`src/rtl/mips_pkg.sv`:
```
// Shared types and encodings for the multicycle MIPS control unit.
// Holds the FSM state enum, opcode values, the 3-bit aluop code sent to
// the ALU decoder, and the alusrcb / pcsrc mux select encodings.
package mips_pkg;

  typedef enum logic [3:0] {
    S_RESET, S_FETCH, S_DECODE, S_MEMADR, S_MEMRD, S_MEMWB, S_MEMWR, S_REX,
    S_RWB, S_BEQ, S_ADDIEX, S_ORIEX, S_ANDIEX, S_IWB, S_JUMP, S_FAULT
  } state_t;

  localparam logic [5:0] OP_RTYPE = 6'b000000;
  localparam logic [5:0] OP_LW    = 6'b100011;
  localparam logic [5:0] OP_SW    = 6'b101011;
  localparam logic [5:0] OP_BEQ   = 6'b000100;
  localparam logic [5:0] OP_ADDI  = 6'b001000;
  localparam logic [5:0] OP_ORI   = 6'b001101;
  localparam logic [5:0] OP_ANDI  = 6'b001100;
  localparam logic [5:0] OP_J     = 6'b000010;

  localparam logic [2:0] ALUOP_ADD   = 3'b000;
  localparam logic [2:0] ALUOP_SUB   = 3'b001;
  localparam logic [2:0] ALUOP_OR    = 3'b010;
  localparam logic [2:0] ALUOP_AND   = 3'b011;
  localparam logic [2:0] ALUOP_FUNCT = 3'b100;

  localparam logic [1:0] ALUB_REG   = 2'b00;
  localparam logic [1:0] ALUB_FOUR  = 2'b01;
  localparam logic [1:0] ALUB_IMM   = 2'b10;
  localparam logic [1:0] ALUB_IMMSH = 2'b11;

  localparam logic [1:0] PC_ALU    = 2'b00;
  localparam logic [1:0] PC_ALUOUT = 2'b01;
  localparam logic [1:0] PC_JUMP   = 2'b10;

  // States that sit waiting on mem_ready and are covered by the wait timer.
  function automatic logic is_mem_wait(state_t s);
    return (s == S_FETCH) || (s == S_MEMRD) || (s == S_MEMWR);
  endfunction

endpackage

```
`src/rtl/mc_control_fsm_if.sv`:
```
// Control bus between the multicycle control FSM and the datapath/memory.
// master: control unit (drives selects/enables, reads op/zero/mem_ready).
// slave : datapath side (the reverse).
interface mc_control_fsm_if;
  logic [5:0] op;
  logic       zero;
  logic       mem_ready;
  logic       mem_req;
  logic       memwrite;
  logic       iord;
  logic       irwrite;
  logic       regwrite;
  logic       regdst;
  logic       memtoreg;
  logic       alusrca;
  logic [1:0] alusrcb;
  logic       extop;
  logic [2:0] aluop;
  logic [1:0] pcsrc;
  logic       pcen;
  logic       instr_done;
  logic       fault;

  modport master (
    input  op, zero, mem_ready,
    output mem_req, memwrite, iord, irwrite, regwrite, regdst, memtoreg,
           alusrca, alusrcb, extop, aluop, pcsrc, pcen, instr_done, fault
  );

  modport slave (
    output op, zero, mem_ready,
    input  mem_req, memwrite, iord, irwrite, regwrite, regdst, memtoreg,
           alusrca, alusrcb, extop, aluop, pcsrc, pcen, instr_done, fault
  );
endinterface

```
`src/rtl/mc_wait_timer.sv`:
```
// Counts cycles spent waiting on mem_ready in a memory state and flags a
// timeout on the TIMEOUT_CYCLES-th consecutive wait cycle.
// Ports: clk, rst_n (async low), waiting (FSM is in a memory-wait state),
//        mem_ready, timeout (FSM must go to fault next cycle).
module mc_wait_timer #(
  parameter int TIMEOUT_CYCLES = 255
) (
  input  logic clk,
  input  logic rst_n,
  input  logic waiting,
  input  logic mem_ready,
  output logic timeout
);
  // Width still 1 when the timeout is disabled so the counter stays legal.
  localparam int TW = (TIMEOUT_CYCLES > 0) ? $clog2(TIMEOUT_CYCLES + 1) : 1;

  logic [TW-1:0] cnt_q, cnt_d;

  // Leaving a wait state clears the count, so every entry starts from zero.
  always_comb begin
    cnt_d = cnt_q;
    if (!waiting || mem_ready) cnt_d = '0;
    else if (cnt_q != '1)      cnt_d = cnt_q + 1'b1;
  end

  always_ff @(posedge clk or negedge rst_n) begin
    if (!rst_n) cnt_q <= '0;
    else        cnt_q <= cnt_d;
  end

  // cnt_q holds the number of earlier wait cycles, so this fires on the
  // TIMEOUT_CYCLES-th one; a late mem_ready on that cycle still wins.
  if (TIMEOUT_CYCLES == 0) begin : g_no_to
    assign timeout = 1'b0;
  end else begin : g_to
    assign timeout = waiting & ~mem_ready & (cnt_q == TW'(TIMEOUT_CYCLES - 1));
  end
endmodule

```
`src/rtl/mc_control_fsm.sv`:
```
// Multicycle main control unit for the MIPS core. Sequences fetch, decode,
// execute, memory and writeback, drives datapath selects and write enables,
// and traps illegal opcodes and memory stalls longer than TIMEOUT_CYCLES.
// Ports: clk, reset_n (async low), bus (mc_control_fsm_if.master: op/zero/
//        mem_ready in; selects, enables, instr_done, fault out).
module mc_control_fsm
  import mips_pkg::*;
#(
  parameter int TIMEOUT_CYCLES = 255
) (
  input  logic                  clk,
  input  logic                  reset_n,
  mc_control_fsm_if.master      bus
);
  state_t     state_q, state_d;
  logic       timeout;
  logic       pcwrite, branch;
  logic       mem_req, memwrite, iord, irwrite, regwrite, regdst, memtoreg;
  logic       alusrca, extop, instr_done, fault;
  logic [1:0] alusrcb, pcsrc;
  logic [2:0] aluop;

  mc_wait_timer #(.TIMEOUT_CYCLES(TIMEOUT_CYCLES)) u_timer (
    .clk       (clk),
    .rst_n     (reset_n),
    .waiting   (is_mem_wait(state_q)),
    .mem_ready (bus.mem_ready),
    .timeout   (timeout)
  );

  always_ff @(posedge clk or negedge reset_n) begin
    if (!reset_n) state_q <= S_RESET;
    else          state_q <= state_d;
  end

  always_comb begin
    state_d    = state_q;
    mem_req    = 1'b0;
    memwrite   = 1'b0;
    iord       = 1'b0;
    irwrite    = 1'b0;
    regwrite   = 1'b0;
    regdst     = 1'b0;
    memtoreg   = 1'b0;
    alusrca    = 1'b0;
    alusrcb    = ALUB_REG;
    extop      = 1'b0;
    aluop      = ALUOP_ADD;
    pcsrc      = PC_ALU;
    pcwrite    = 1'b0;
    branch     = 1'b0;
    instr_done = 1'b0;
    fault      = 1'b0;
    unique case (state_q)
      S_RESET: state_d = S_FETCH;
      S_FETCH: begin
        mem_req = 1'b1;
        alusrcb = ALUB_FOUR;
        irwrite = bus.mem_ready;
        pcwrite = bus.mem_ready;
        if (timeout)            state_d = S_FAULT;
        else if (bus.mem_ready) state_d = S_DECODE;
      end
      S_DECODE: begin
        // Speculative branch target into ALUOut.
        alusrcb = ALUB_IMMSH;
        extop   = 1'b1;
        case (bus.op)
          OP_LW, OP_SW: state_d = S_MEMADR;
          OP_RTYPE:     state_d = S_REX;
          OP_BEQ:       state_d = S_BEQ;
          OP_ADDI:      state_d = S_ADDIEX;
          OP_ORI:       state_d = S_ORIEX;
          OP_ANDI:      state_d = S_ANDIEX;
          OP_J:         state_d = S_JUMP;
          default:      state_d = S_FAULT;
        endcase
      end
      S_MEMADR: begin
        alusrca = 1'b1;
        alusrcb = ALUB_IMM;
        extop   = 1'b1;
        if (bus.op == OP_LW)      state_d = S_MEMRD;
        else if (bus.op == OP_SW) state_d = S_MEMWR;
        else                      state_d = S_FAULT;
      end
      S_MEMRD: begin
        mem_req = 1'b1;
        iord    = 1'b1;
        if (timeout)            state_d = S_FAULT;
        else if (bus.mem_ready) state_d = S_MEMWB;
      end
      S_MEMWB: begin
        regwrite   = 1'b1;
        memtoreg   = 1'b1;
        instr_done = 1'b1;
        state_d    = S_FETCH;
      end
      S_MEMWR: begin
        mem_req    = 1'b1;
        memwrite   = 1'b1;
        iord       = 1'b1;
        instr_done = bus.mem_ready;
        if (timeout)            state_d = S_FAULT;
        else if (bus.mem_ready) state_d = S_FETCH;
      end
      S_REX: begin
        alusrca = 1'b1;
        aluop   = ALUOP_FUNCT;
        state_d = S_RWB;
      end
      S_RWB: begin
        regwrite   = 1'b1;
        regdst     = 1'b1;
        instr_done = 1'b1;
        state_d    = S_FETCH;
      end
      S_BEQ: begin
        alusrca    = 1'b1;
        aluop      = ALUOP_SUB;
        pcsrc      = PC_ALUOUT;
        branch     = 1'b1;
        instr_done = 1'b1;
        state_d    = S_FETCH;
      end
      S_ADDIEX: begin
        alusrca = 1'b1;
        alusrcb = ALUB_IMM;
        extop   = 1'b1;
        state_d = S_IWB;
      end
      S_ORIEX: begin
        alusrca = 1'b1;
        alusrcb = ALUB_IMM;
        aluop   = ALUOP_OR;
        state_d = S_IWB;
      end
      S_ANDIEX: begin
        alusrca = 1'b1;
        alusrcb = ALUB_IMM;
        aluop   = ALUOP_AND;
        state_d = S_IWB;
      end
      S_IWB: begin
        regwrite   = 1'b1;
        instr_done = 1'b1;
        state_d    = S_FETCH;
      end
      S_JUMP: begin
        pcsrc      = PC_JUMP;
        pcwrite    = 1'b1;
        instr_done = 1'b1;
        state_d    = S_FETCH;
      end
      S_FAULT: fault = 1'b1;  // terminal until reset
      default: state_d = S_FAULT;
    endcase
  end

  assign bus.mem_req    = mem_req;
  assign bus.memwrite   = memwrite;
  assign bus.iord       = iord;
  assign bus.irwrite    = irwrite;
  assign bus.regwrite   = regwrite;
  assign bus.regdst     = regdst;
  assign bus.memtoreg   = memtoreg;
  assign bus.alusrca    = alusrca;
  assign bus.alusrcb    = alusrcb;
  assign bus.extop      = extop;
  assign bus.aluop      = aluop;
  assign bus.pcsrc      = pcsrc;
  assign bus.pcen       = pcwrite | (branch & bus.zero);
  assign bus.instr_done = instr_done;
  assign bus.fault      = fault;
endmodule

```
`src/flat_wrapper.sv`:
```
// flat-port wrapper written by rule: the top's interface ports become plain ports
module mc_control_fsm_flat import mips_pkg::*;
#(
  parameter int TIMEOUT_CYCLES = 255
)
  (clk, reset_n, bus_op, bus_zero, bus_mem_ready, bus_mem_req, bus_memwrite, bus_iord, bus_irwrite, bus_regwrite, bus_regdst, bus_memtoreg, bus_alusrca, bus_alusrcb, bus_extop, bus_aluop, bus_pcsrc, bus_pcen, bus_instr_done, bus_fault);
  mc_control_fsm_if bus_i ();
  input  logic clk;
  input  logic reset_n;
  input wire logic [$bits(bus_i.op)-1:0] bus_op;
  input wire logic [$bits(bus_i.zero)-1:0] bus_zero;
  input wire logic [$bits(bus_i.mem_ready)-1:0] bus_mem_ready;
  output wire logic [$bits(bus_i.mem_req)-1:0] bus_mem_req;
  output wire logic [$bits(bus_i.memwrite)-1:0] bus_memwrite;
  output wire logic [$bits(bus_i.iord)-1:0] bus_iord;
  output wire logic [$bits(bus_i.irwrite)-1:0] bus_irwrite;
  output wire logic [$bits(bus_i.regwrite)-1:0] bus_regwrite;
  output wire logic [$bits(bus_i.regdst)-1:0] bus_regdst;
  output wire logic [$bits(bus_i.memtoreg)-1:0] bus_memtoreg;
  output wire logic [$bits(bus_i.alusrca)-1:0] bus_alusrca;
  output wire logic [$bits(bus_i.alusrcb)-1:0] bus_alusrcb;
  output wire logic [$bits(bus_i.extop)-1:0] bus_extop;
  output wire logic [$bits(bus_i.aluop)-1:0] bus_aluop;
  output wire logic [$bits(bus_i.pcsrc)-1:0] bus_pcsrc;
  output wire logic [$bits(bus_i.pcen)-1:0] bus_pcen;
  output wire logic [$bits(bus_i.instr_done)-1:0] bus_instr_done;
  output wire logic [$bits(bus_i.fault)-1:0] bus_fault;
  assign bus_i.op = bus_op;
  assign bus_i.zero = bus_zero;
  assign bus_i.mem_ready = bus_mem_ready;
  assign bus_mem_req = bus_i.mem_req;
  assign bus_memwrite = bus_i.memwrite;
  assign bus_iord = bus_i.iord;
  assign bus_irwrite = bus_i.irwrite;
  assign bus_regwrite = bus_i.regwrite;
  assign bus_regdst = bus_i.regdst;
  assign bus_memtoreg = bus_i.memtoreg;
  assign bus_alusrca = bus_i.alusrca;
  assign bus_alusrcb = bus_i.alusrcb;
  assign bus_extop = bus_i.extop;
  assign bus_aluop = bus_i.aluop;
  assign bus_pcsrc = bus_i.pcsrc;
  assign bus_pcen = bus_i.pcen;
  assign bus_instr_done = bus_i.instr_done;
  assign bus_fault = bus_i.fault;
  mc_control_fsm #(.TIMEOUT_CYCLES(TIMEOUT_CYCLES)) u_core (.clk(clk), .reset_n(reset_n), .bus(bus_i));
endmodule
```
`config.mk`:
```
export PLATFORM = sky130hd
export DESIGN_NAME = mc_control_fsm_flat
export DESIGN_NICKNAME = d
export VERILOG_FILES = /design/src/rtl/mips_pkg.sv /design/src/rtl/mc_control_fsm_if.sv /design/src/rtl/mc_wait_timer.sv /design/src/rtl/mc_control_fsm.sv /design/src/flat_wrapper.sv
export SDC_FILE = /design/constraint.sdc
export NUM_CORES = 1
export LEC_CHECK = 0
export CORE_UTILIZATION = 30
export CTS_CLUSTER_DIAMETER = 200
export DETAILED_ROUTE_END_ITERATION = 7
export PLACE_DENSITY = 0.59
export SYNTH_ARGS = -nofsm -noshare
export SYNTH_HDL_FRONTEND = slang
export SYNTH_SLANG_ARGS = --single-unit
```
`constraint.sdc`:
```
create_clock -name clk -period 1.7 [get_ports clk]
set_input_delay 0.255 -clock clk [delete_from_list [all_inputs] [get_ports clk]]
set_output_delay 0.255 -clock clk [all_outputs]
set_load 0.03 [all_outputs]
```
## Word level (Yosys, flattened, before mapping)

Index checks and enable logic that the tools add are counted.

- $add $sub $neg: 1
- Equal/unequal tests: 27
- Bitwise gates (word level): 5
- Reductions and logical operators: 19
- Muxes and demuxes: 28

Operators with widths:

| operator | count |
|---|---|
| $eq A4 B4 Y1 const B | 8 |
| $mux W4 | 8 |
| $pmux W4 S8 | 1 |
| $pmux W4 S7 | 1 |
| $eq A6 B4 Y1 const B | 3 |
| $eq A4 B3 Y1 const B | 4 |
| $mux W8 | 2 |
| $eq A6 B6 Y1 const B | 2 |
| $pmux W3 S4 | 1 |
| $reduce_or A3 Y1 | 4 |
| $reduce_or A6 Y1 | 2 |
| $mux W1 | 11 |
| $ne A3 B2 Y1 const B | 3 |
| $add A8 B1 Y8 const B | 1 |
| $eq A4 B2 Y1 const B | 2 |
| $eq A8 B8 Y1 const B | 1 |
| $ne A8 B8 Y1 const B | 1 |
| $reduce_bool A8 Y1 | 1 |
| $eq A6 B2 Y1 const B | 1 |
| $eq A6 B3 Y1 const B | 1 |
| $logic_not A6 Y1 | 1 |
| $pmux W2 S3 | 1 |
| $reduce_or A5 Y1 | 1 |
| $eq A4 B1 Y1 const B | 1 |
| other kinds (12) | 18 |

- Output and inout port bits: 19
- Input bits: 10
- Logic and storage cells: 82
- Flip-flop bits (word level): 12

## Longest topological paths before layout

Gate-level depths: netlist of run 1.

- Word-level depth: 7
- Mapped depth: 7

## By module

Synthesis of run 1 repeated with hierarchy kept, for this count alone.

- Cell total of the unflattened synthesis: 148
- Area, all modules: 1129.8 sq um

By module, submodules not included:

| module | instances | cells each | area an instance (sq um) | seq. area each (sq um) |
|---|---|---|---|---|
| mc_control_fsm | 1 | 101 | 680.7 | 100.1 |
| mc_wait_timer | 1 | 47 | 449.2 | 200.2 |

## Least setup slack after synthesis of run 1

OpenSTA, ideal clock, no wires.

- Path type: register -> output
- Start: reg u_core.state_q[2]
- End: out bus_pcen
- Arrival time: 1.848 ns
- Setup slack: -0.403 ns
- Data required time: 1.445 ns
- Cell stages (with the launch flop): 5
- Cell sequence: dfrtp_1 > buf_6 > or2_1 > nor3_1 > a211o_1

- Longest elaborated chain between the ends: 4
- Elaborated cells between the ends (all ways): 7
- Classes of those cells: eq/ne (3); mux (2); bitwise (2)

RTL lines:

| what | line | RTL |
|---|---|---|
| from (decl) | mc_control_fsm.sv:15 | `state_t state_q, state_d;` |
| from (signal assigned) | mc_control_fsm.sv:33 | `else state_q <= state_d;` |
| $eq A4 B4 Y1 | mc_control_fsm.sv:54 | `unique case (state_q)` |
| $mux W1 | mc_control_fsm.sv:54 |  |
| $and A1 B1 Y1 | mc_control_fsm.sv:172 | `assign bus.pcen = pcwrite \| (branch & bus.zero);` |
| $or A1 B1 Y1 * | mc_control_fsm.sv:172 |  |
| to (decl) | flat_wrapper.sv:25 | `output wire logic [$bits(bus_i.pcen)-1:0] bus_pcen;` |

Every way passes the cells marked *; elsewhere a longest branch is shown, timed or not.

## Final worst setup path of run 1

- Start: reg u_core.state_q[2]
- End: reg u_core.state_q[3]

- Longest elaborated chain between the ends: 7
- Elaborated cells between the ends (all ways): 30
- Classes of those cells: eq/ne (17); mux (4); bitwise (2); reduce/logical (7)

RTL lines:

| what | line | RTL |
|---|---|---|
| $eq A4 B1 Y1 or $eq A4 B3 Y1 (tied branches) | mips_pkg.sv:37, mc_control_fsm.sv:54 |  |
| $logic_or A1 B1 Y1 (2 in series) | mips_pkg.sv:37 | `return (s == S_FETCH) \|\| (s == S_MEMRD) \|\| (s == S_MEMWR);` |
| $and A1 B1 Y1 (2 in series) | mc_wait_timer.sv:36 | `assign timeout = waiting & ~mem_ready & (cnt_q == TW'(TIMEOUT_CYCLES - 1));` |
| $mux W4 (tied with other cells) | mc_control_fsm.sv:104 | `if (timeout) state_d = S_FAULT;` |
| $pmux W4 S8 or $reduce_and A4 Y1 (tied branches) | -- |  |

Parallel ways exist; a longest one is shown, timed or not.
A chain may end at the register's enable or synchronous reset.

==> qor.csv, run 1 <==
stage;metric;value;unit
detailed_routing;vias;1347;
clock_tree;CTS Hold Bufs;0;
layout;fraction of layout cells with a size suffix above 1;39.3;%
critical_path;worst path required time;1850;ps
synth;Area contributors post-synth;dfrtp_1 (26%), nor2_1 (9.6%), nand2_1 (6.3%), nand2b_1 (4.4%), a21oi_1 (3.5%);
sta;Slew headroom;61.2;%
sta;final hold violation count;0;
clock_tree;CTS clock-pin slew for the worst setup and hold paths;50;ps
global_routing;initial antenna violation count;0;
outcome;status;finished with violations;
clock_tree;Bufs on Longest Clock Path;2;
min_path;type of the tightest min-delay check;in -> async;
sta;final setup violation count;1;
global_routing;total grt overflow;0;
floorplanning;IO Count;29;
detailed_routing;Pre-antenna DRT Iters;4;
floorplanning;die area;0.00403;sq mm
detailed_routing;Post-Route M1 WL;1610;um
layout;Fill cells;344;
global_routing;GRT Util Overall;16.7;%
critical_path;Setup CP Type;reg -> reg;
sta;min Tclk post-route;1700;ps
critical_path;Crit path largest cell delay;540;ps
sta;Final Cycle Share;100;%
critical_path;critical-path maximum fanout;6;
floorplanning;initial core utilization;32.7;%
layout;Layout Utilization;52.0;%
sta;RSZ-0062 raised after global routing;yes;
synth;register area share after synthesis;26.5;%
layout;fin cells;252;
synth;top-count cell post-synth;nor2_1;
clock_tree;H-tree Lvls;1;
floorplanning;Site Rows;21;
critical_path;crit path launch type;flop;
clock_tree;CTS buffer count;3;
critical_path;WP data arrival;1850;ps
layout;antenna cell count;0;
synth;synth cell count leaders;nor2_1 (29), nand2_1 (19), dfrtp_1 (12);
power;peak supply drop;0.870;mV
sta;Worst-Margin Slew;580;ps
outcome;failing checks;setup timing;
synth;Yosys top cell area share;26.5;%
critical_path;slowest CP cell;or4_4;
critical_path;CP Launch Point;u_core.state_q[2]$_DFFE_PN0P_;
critical_path;Setup crit end kind;flop;
clock_tree;clk_lat worst skew;240;ps
layout;Post-layout nets;220;
placement;number of instances in the placed design;236;
synth;Cells after Synth;157;
detailed_routing;Total Wirelength;3540;um
synth;post-synthesis cell area;0.00113;sq mm
synth;Synth area leader;dfrtp_1;
synth;Async SR Flop Fraction;100;%
synth;number of synthesized flops with an enable pin;0;
detailed_routing;residual DRC count;0;
sta;Setup Skew;1.57;ps
global_routing;largest net degree at the start of global routing;18;
synth;syn_nets;169;
synth;Top FF cell, synth;dfrtp_1;
floorplanning;Die Span X;63.5;um
critical_path;critical path cell sequence;buf_4 > nand2b_4 > or4_4 > nand2_1 > nor3_1 > o22ai_1;
sta;max frequency;0.587;GHz
synth;yosys warns;0;
sta;worst hold slack;388;ps
detailed_routing;Routed Antenna Nets;0;
global_routing;global-route wire length before repair;5410;um
clock_tree;CTS sink count;12;
detailed_routing;metal2 WL;1690;um
placement;post-place setup slack;-156;ps
floorplanning;Floorplan Core Area;0.00347;sq mm
placement;DPL Wire Length;2380;um
synth;distinct cell type count after synthesis;45;
detailed_routing;starting DRC count in detailed routing;74;
critical_path;Worst Reg-to-Reg Cells;6;
critical_path;Worst path top cell family by delay;simple AND/OR/NAND/NOR gates;
detailed_routing;DR top layer;met3;
detailed_routing;vias per cell;5.35;
layout;Area Growth Syn to Fin;59.0;%
detailed_routing;wire length per cell;14.0;um
floorplanning;die extent in y;63.5;um
critical_path;WP depth;6;
detailed_routing;metal3 WL;238;um
run;max_cap viols;0;
clock_tree;TritonCTS clock tree;yes;
sta;PnR worst setup slack;-3.67;ps
critical_path;Crit Reg-Reg Startpoint;u_core.state_q[2]$_DFFE_PN0P_;
global_routing;vias in the first global route;1172;
synth;Synth Register Bits;12;
sta;max-slew violations;0;
critical_path;CP Buf/Inv Count;1;
clock_tree;CTS root buf;clkbuf_8;
placement;Placer Congestion;0.800;
power;Power per Cell Area;1820;mW/mm^2
synth;syn avg cell area;7.23;sq um
power;leakage power;0.000819;uW
placement;port bufs;28;
## sequential cells by signal, indices dropped and copies added, names as in the netlist
register,flops
u_core.state_q,4
u_core.u_timer.cnt_q,8
## layout make-up
cell class                 count  area (sq um)  area share (%)
timing repair buffer          55           463            25.7
inverter                       2          7.51           0.416
tap                           46          57.6            3.19
clock buffer                   3          41.3            2.29
sequential                    12           304            16.9
multi-input combinational    134           931            51.6
## timing repair
| action | in CTS | in global routing |
|---|---|---|
| setup buffers | 4 | 8 |
| endpoints found under the setup margin | 8 | 15 |
| endpoints found under the hold margin | 0 | 0 |
| resized for setup | 16 | 31 |
| pin swaps | 1 | 5 |
| gates cloned | 0 | 1 |
## stage by stage
step / setup TNS [ps] / cell area (sq um) / power, uW
2_1_floorplan: -71.1 / 1150 / 1800
3_3_place_gp: -229 / 1500 / 2390
3_5_place_dp: -302 / 1500 / 2400
4_1_cts: 0 / 1620 / 2850
5_1_grt: -138 / 1800 / 3490
6_report: -3.67 / 1800 / 3290
## cell usage in the layout (no fill, tap or decap), types with 3 or more instances in the layout
master,instances
buf_6,4
nand4_1,3
clkdlybuf4s50_1,6
nor3_2,3
xor2_1,3
clkbuf_8,3
nor3_1,5
o21ai_1,5
a21oi_1,6
dlymetal6s2s_1,3
nand2b_4,5
dfrtp_1,9
nor2b_1,4
o21ai_0,3
nand3_1,5
nand2_1,18
nor2_1,24
nand2b_1,3
buf_4,40
dfrtp_2,3
nor2_2,3
## metal layers
layer	up-vias	track usage [%]
met5	-	0
met4	0	1.42
met3	0	4.53
met2	42	27.3
met1	645	22.6
li1	660	-
## final timing paths
path / end / slack, ps
max in group asynchronous: u_core.state_q[2]$_DFFE_PN0P_ / 900
hold reg to reg: u_core.u_timer.cnt_q[3]$_DFFE_PN0P_ / 590
setup reg to reg: u_core.state_q[3]$_DFFE_PN0P_ / -4
min in group clk: u_core.state_q[1]$_DFFE_PN0P_ / 570
hold / removal: u_core.u_timer.cnt_q[2]$_DFFE_PN0P_ / 390
setup / recovery: u_core.state_q[3]$_DFFE_PN0P_ / -4
## logic make-up after synthesis
kind of cell / share of synthesized area (%)
buffers and inverters: 4.85
multiplexers: 0.992
flip-flops: 26.5
AND/OR/NAND/NOR: 41.2
XOR/XNOR: 3.86
adder cells (fa/ha/maj): 2.20
AO/OA/AOI/OAI: 20.4
## power breakdown
group,total [uW],switching [uW],internal (uW)
Combinational,2580,1410,1160
Clock,260,103,156
Sequential,457,103,354
Total,3290,1620,1670
No activity file was read; power rests on OpenSTA's default activity.
==> run 2: changes to the inputs <==
==> constraint.sdc (replaced) <==
create_clock -name clk -period 1.7 [get_ports clk]
set_input_delay 0.255 -clock clk [delete_from_list [all_inputs] [get_ports clk]]
set_output_delay 0.255 -clock clk [all_outputs]
set_load 0.02 [all_outputs]
==> run 2 against run 1 <==
The flow now finishes without violations. Clock power shrank 3%. Clock skew shrank 0.51 ps. Register-to-register slack gained 60 ps. Non-clock buffer count grew 10. Cell area shrank 1.5%. Worst setup slack gained 34 ps. Sequential power grew 2%. Sequential cell count is the same. Count of clock-buffer cells in the layout is the same. Global-route usage grew 0.57 points. Critical endpoint is now u_core.state_q[2]$_DFFE_PN0P_.
==> qor.csv, run 2 (synthesized netlist as in run 1, its figures left out) <==
stage;metric;value;unit
critical_path;critical-path maximum fanout;6;
sta;max frequency;0.599;GHz
power;Power per Cell Area;1720;mW/mm^2
layout;register area;305;sq um
layout;flip-flop count of the largest register after layout;8;
sta;Setup Skew;1.06;ps
layout;commonest non-fill, non-tap cell in the layout;buf_4;
power;switching share of total power;45.7;%
placement;DPL Wire Length;2450;um
sta;Slew headroom;62.7;%
floorplanning;initial core utilization;32.7;%
sta;worst hold slack;380;ps
layout;Area Growth Syn to Fin;56.7;%
critical_path;Crit Reg-Reg Startpoint;u_core.state_q[2]$_DFFE_PN0P_;
layout;fraction of layout cells with a size suffix above 1;38.0;%
detailed_routing;wire length per cell;12.9;um
clock_tree;TritonCTS clock tree;yes;
floorplanning;die area;0.00403;sq mm
clock_tree;CTS buffer count;3;
floorplanning;Site Rows;21;
layout;most frequent cells in the layout;buf_4 (35), nor2_1 (25), nand2_1 (18), buf_2 (9);
sta;final hold violation count;0;
min_path;type of the tightest min-delay check;in -> async;
clock_tree;H-tree Lvls;1;
floorplanning;die extent in y;63.5;um
placement;port bufs;28;
detailed_routing;Total Wirelength;3390;um
clock_tree;CTS sink count;12;
placement;Placer Congestion;0.784;
global_routing;initial antenna violation count;0;
sta;Final Cycle Share;98.2;%
critical_path;worst path required time;1820;ps
layout;largest registers;u_core.u_timer.cnt_q (8), u_core.state_q (4);
detailed_routing;starting DRC count in detailed routing;35;
sta;Worst-Margin Slew;557;ps
layout;antenna cell count;0;
global_routing;global-route wire length before repair;5650;um
critical_path;CP Launch Point;bus_op[1];
sta;final setup violation count;0;
critical_path;Setup CP Type;in -> reg;
floorplanning;Floorplan Core Area;0.00347;sq mm
clock_tree;CTS clock-pin slew for the worst setup and hold paths;50;ps
power;Combinational Power Share;76.4;%
floorplanning;Die Span X;63.5;um
sta;min Tclk post-route;1670;ps
global_routing;vias in the first global route;1281;
critical_path;crit path launch type;input pin;
sta;final setup TNS;0;ps
layout;multi-input logic area;857;sq um
critical_path;Setup crit end kind;flop;
detailed_routing;residual DRC count;0;
floorplanning;IO Count;29;
outcome;status;finished clean;
clock_tree;Bufs on Longest Clock Path;2;
run;max_cap viols;0;
clock_tree;clk_lat worst skew;240;ps
detailed_routing;vias;1313;
global_routing;total grt overflow;0;
detailed_routing;Routed Antenna Nets;0;
sta;max-slew violations;0;
sta;RSZ-0062 raised after global routing;yes;
layout;Fill cells;355;
power;Clock power frac;8.3;%
global_routing;GRT Util Overall;17.3;%
detailed_routing;Pre-antenna DRT Iters;4;
clock_tree;CTS root buf;clkbuf_8;
global_routing;largest net degree at the start of global routing;17;
power;Internal;1660;uW
power;Switching Power;1390;uW
power;leakage power;0.000811;uW
power;peak supply drop;0.648;mV
detailed_routing;vias per cell;5.01;
layout;Reg with most FFs;u_core.u_timer.cnt_q;
layout;Post-layout nets;230;
critical_path;WP data arrival;1790;ps
power;sequential power share;15.3;%
-- run 2: cell types whose count changed in the layout (fill, tap and decap cells not counted), sizes merged --
cell | previous run | this run
clkbuf | 3 | 7
clkdlybuf4s15 | 0 | 1
buf | 46 | 51
dlymetal6s2s | 3 | 1
clkdlybuf4s50 | 6 | 8
-- run 2: path summary, 6_finish.rpt --
path,cells past startpoint,slack (ps),end
hold / removal,1,380,u_core.u_timer.cnt_q[3]$_DFFE_PN0P_
setup reg to reg,6,60,u_core.state_q[3]$_DFFE_PN0P_
min in group clk,5,570,u_core.state_q[0]$_DFFE_PN0P_
max in group asynchronous,1,920,u_core.state_q[0]$_DFFE_PN0P_
setup / recovery,5,30,u_core.state_q[2]$_DFFE_PN0P_
hold reg to reg,2,570,u_core.u_timer.cnt_q[7]$_DFFE_PN0P_
-- run 2: layout make-up --
cell class / count / area share, %
Clock buffer: 3 / 2.32
Inverter: 2 / 0.422
Multi-Input combinational cell: 134 / 48.2
Sequential cell: 12 / 17.2
Tap cell: 46 / 3.24
Timing Repair Buffer: 65 / 28.6
-- run 2: metal layers --
layer	vias to the layer above	GRT usage (%)	routed length, um	part of all wire (%)
met3	2	4.53	196	5.8
met5	-	0	0	0
met1	598	23.1	1650	49
li1	674	-	-	-
met4	0	1.99	16	0.47
met2	39	28.3	1530	45
-- run 2: power by group through the flow --
stage	registers [uW]	clock network, uW	logic, uW
finish	466	253	2330
global placement	457	0	2070
CTS	456	259	2070
floorplan	395	0	1240
global route	477	275	2540
detailed placement	460	0	2090
-- run 2: worst max-delay path, cell delays in order --
cell             delay (ps)
clkdlybuf4s50_1         490
nor3_1                  280
a221oi_1                150
or3_1                   380
a22o_1                  230
-- run 2: timing repair --
item / in CTS / in global routing
setup buffers: 3 / 3
pin swaps: 0 / 7
endpoints found under the hold margin: 0 / 0
hold buffers: 0 / 0
gates resized for setup: 73 / 39
setup endpoints to repair: 20 / 19
-- run 2: per-stage QoR --
| stage | area, sq um | worst slack, ps | cells | utilization (%) | power [uW] |
|---|---|---|---|---|---|
| finish | 1780 | 30.7 | 262 | 51.3 | 3050 |
| global route | 1780 | -76.9 | 262 | 51.3 | 3290 |
| CTS | 1710 | 0.863 | 259 | 49.4 | 2780 |
| detailed placement | 1670 | -310 | 253 | 48.0 | 2550 |
| global placement | 1670 | -273 | 253 | 48.0 | 2530 |
| floorplan | 1140 | 66.4 | 157 | - | 1640 |
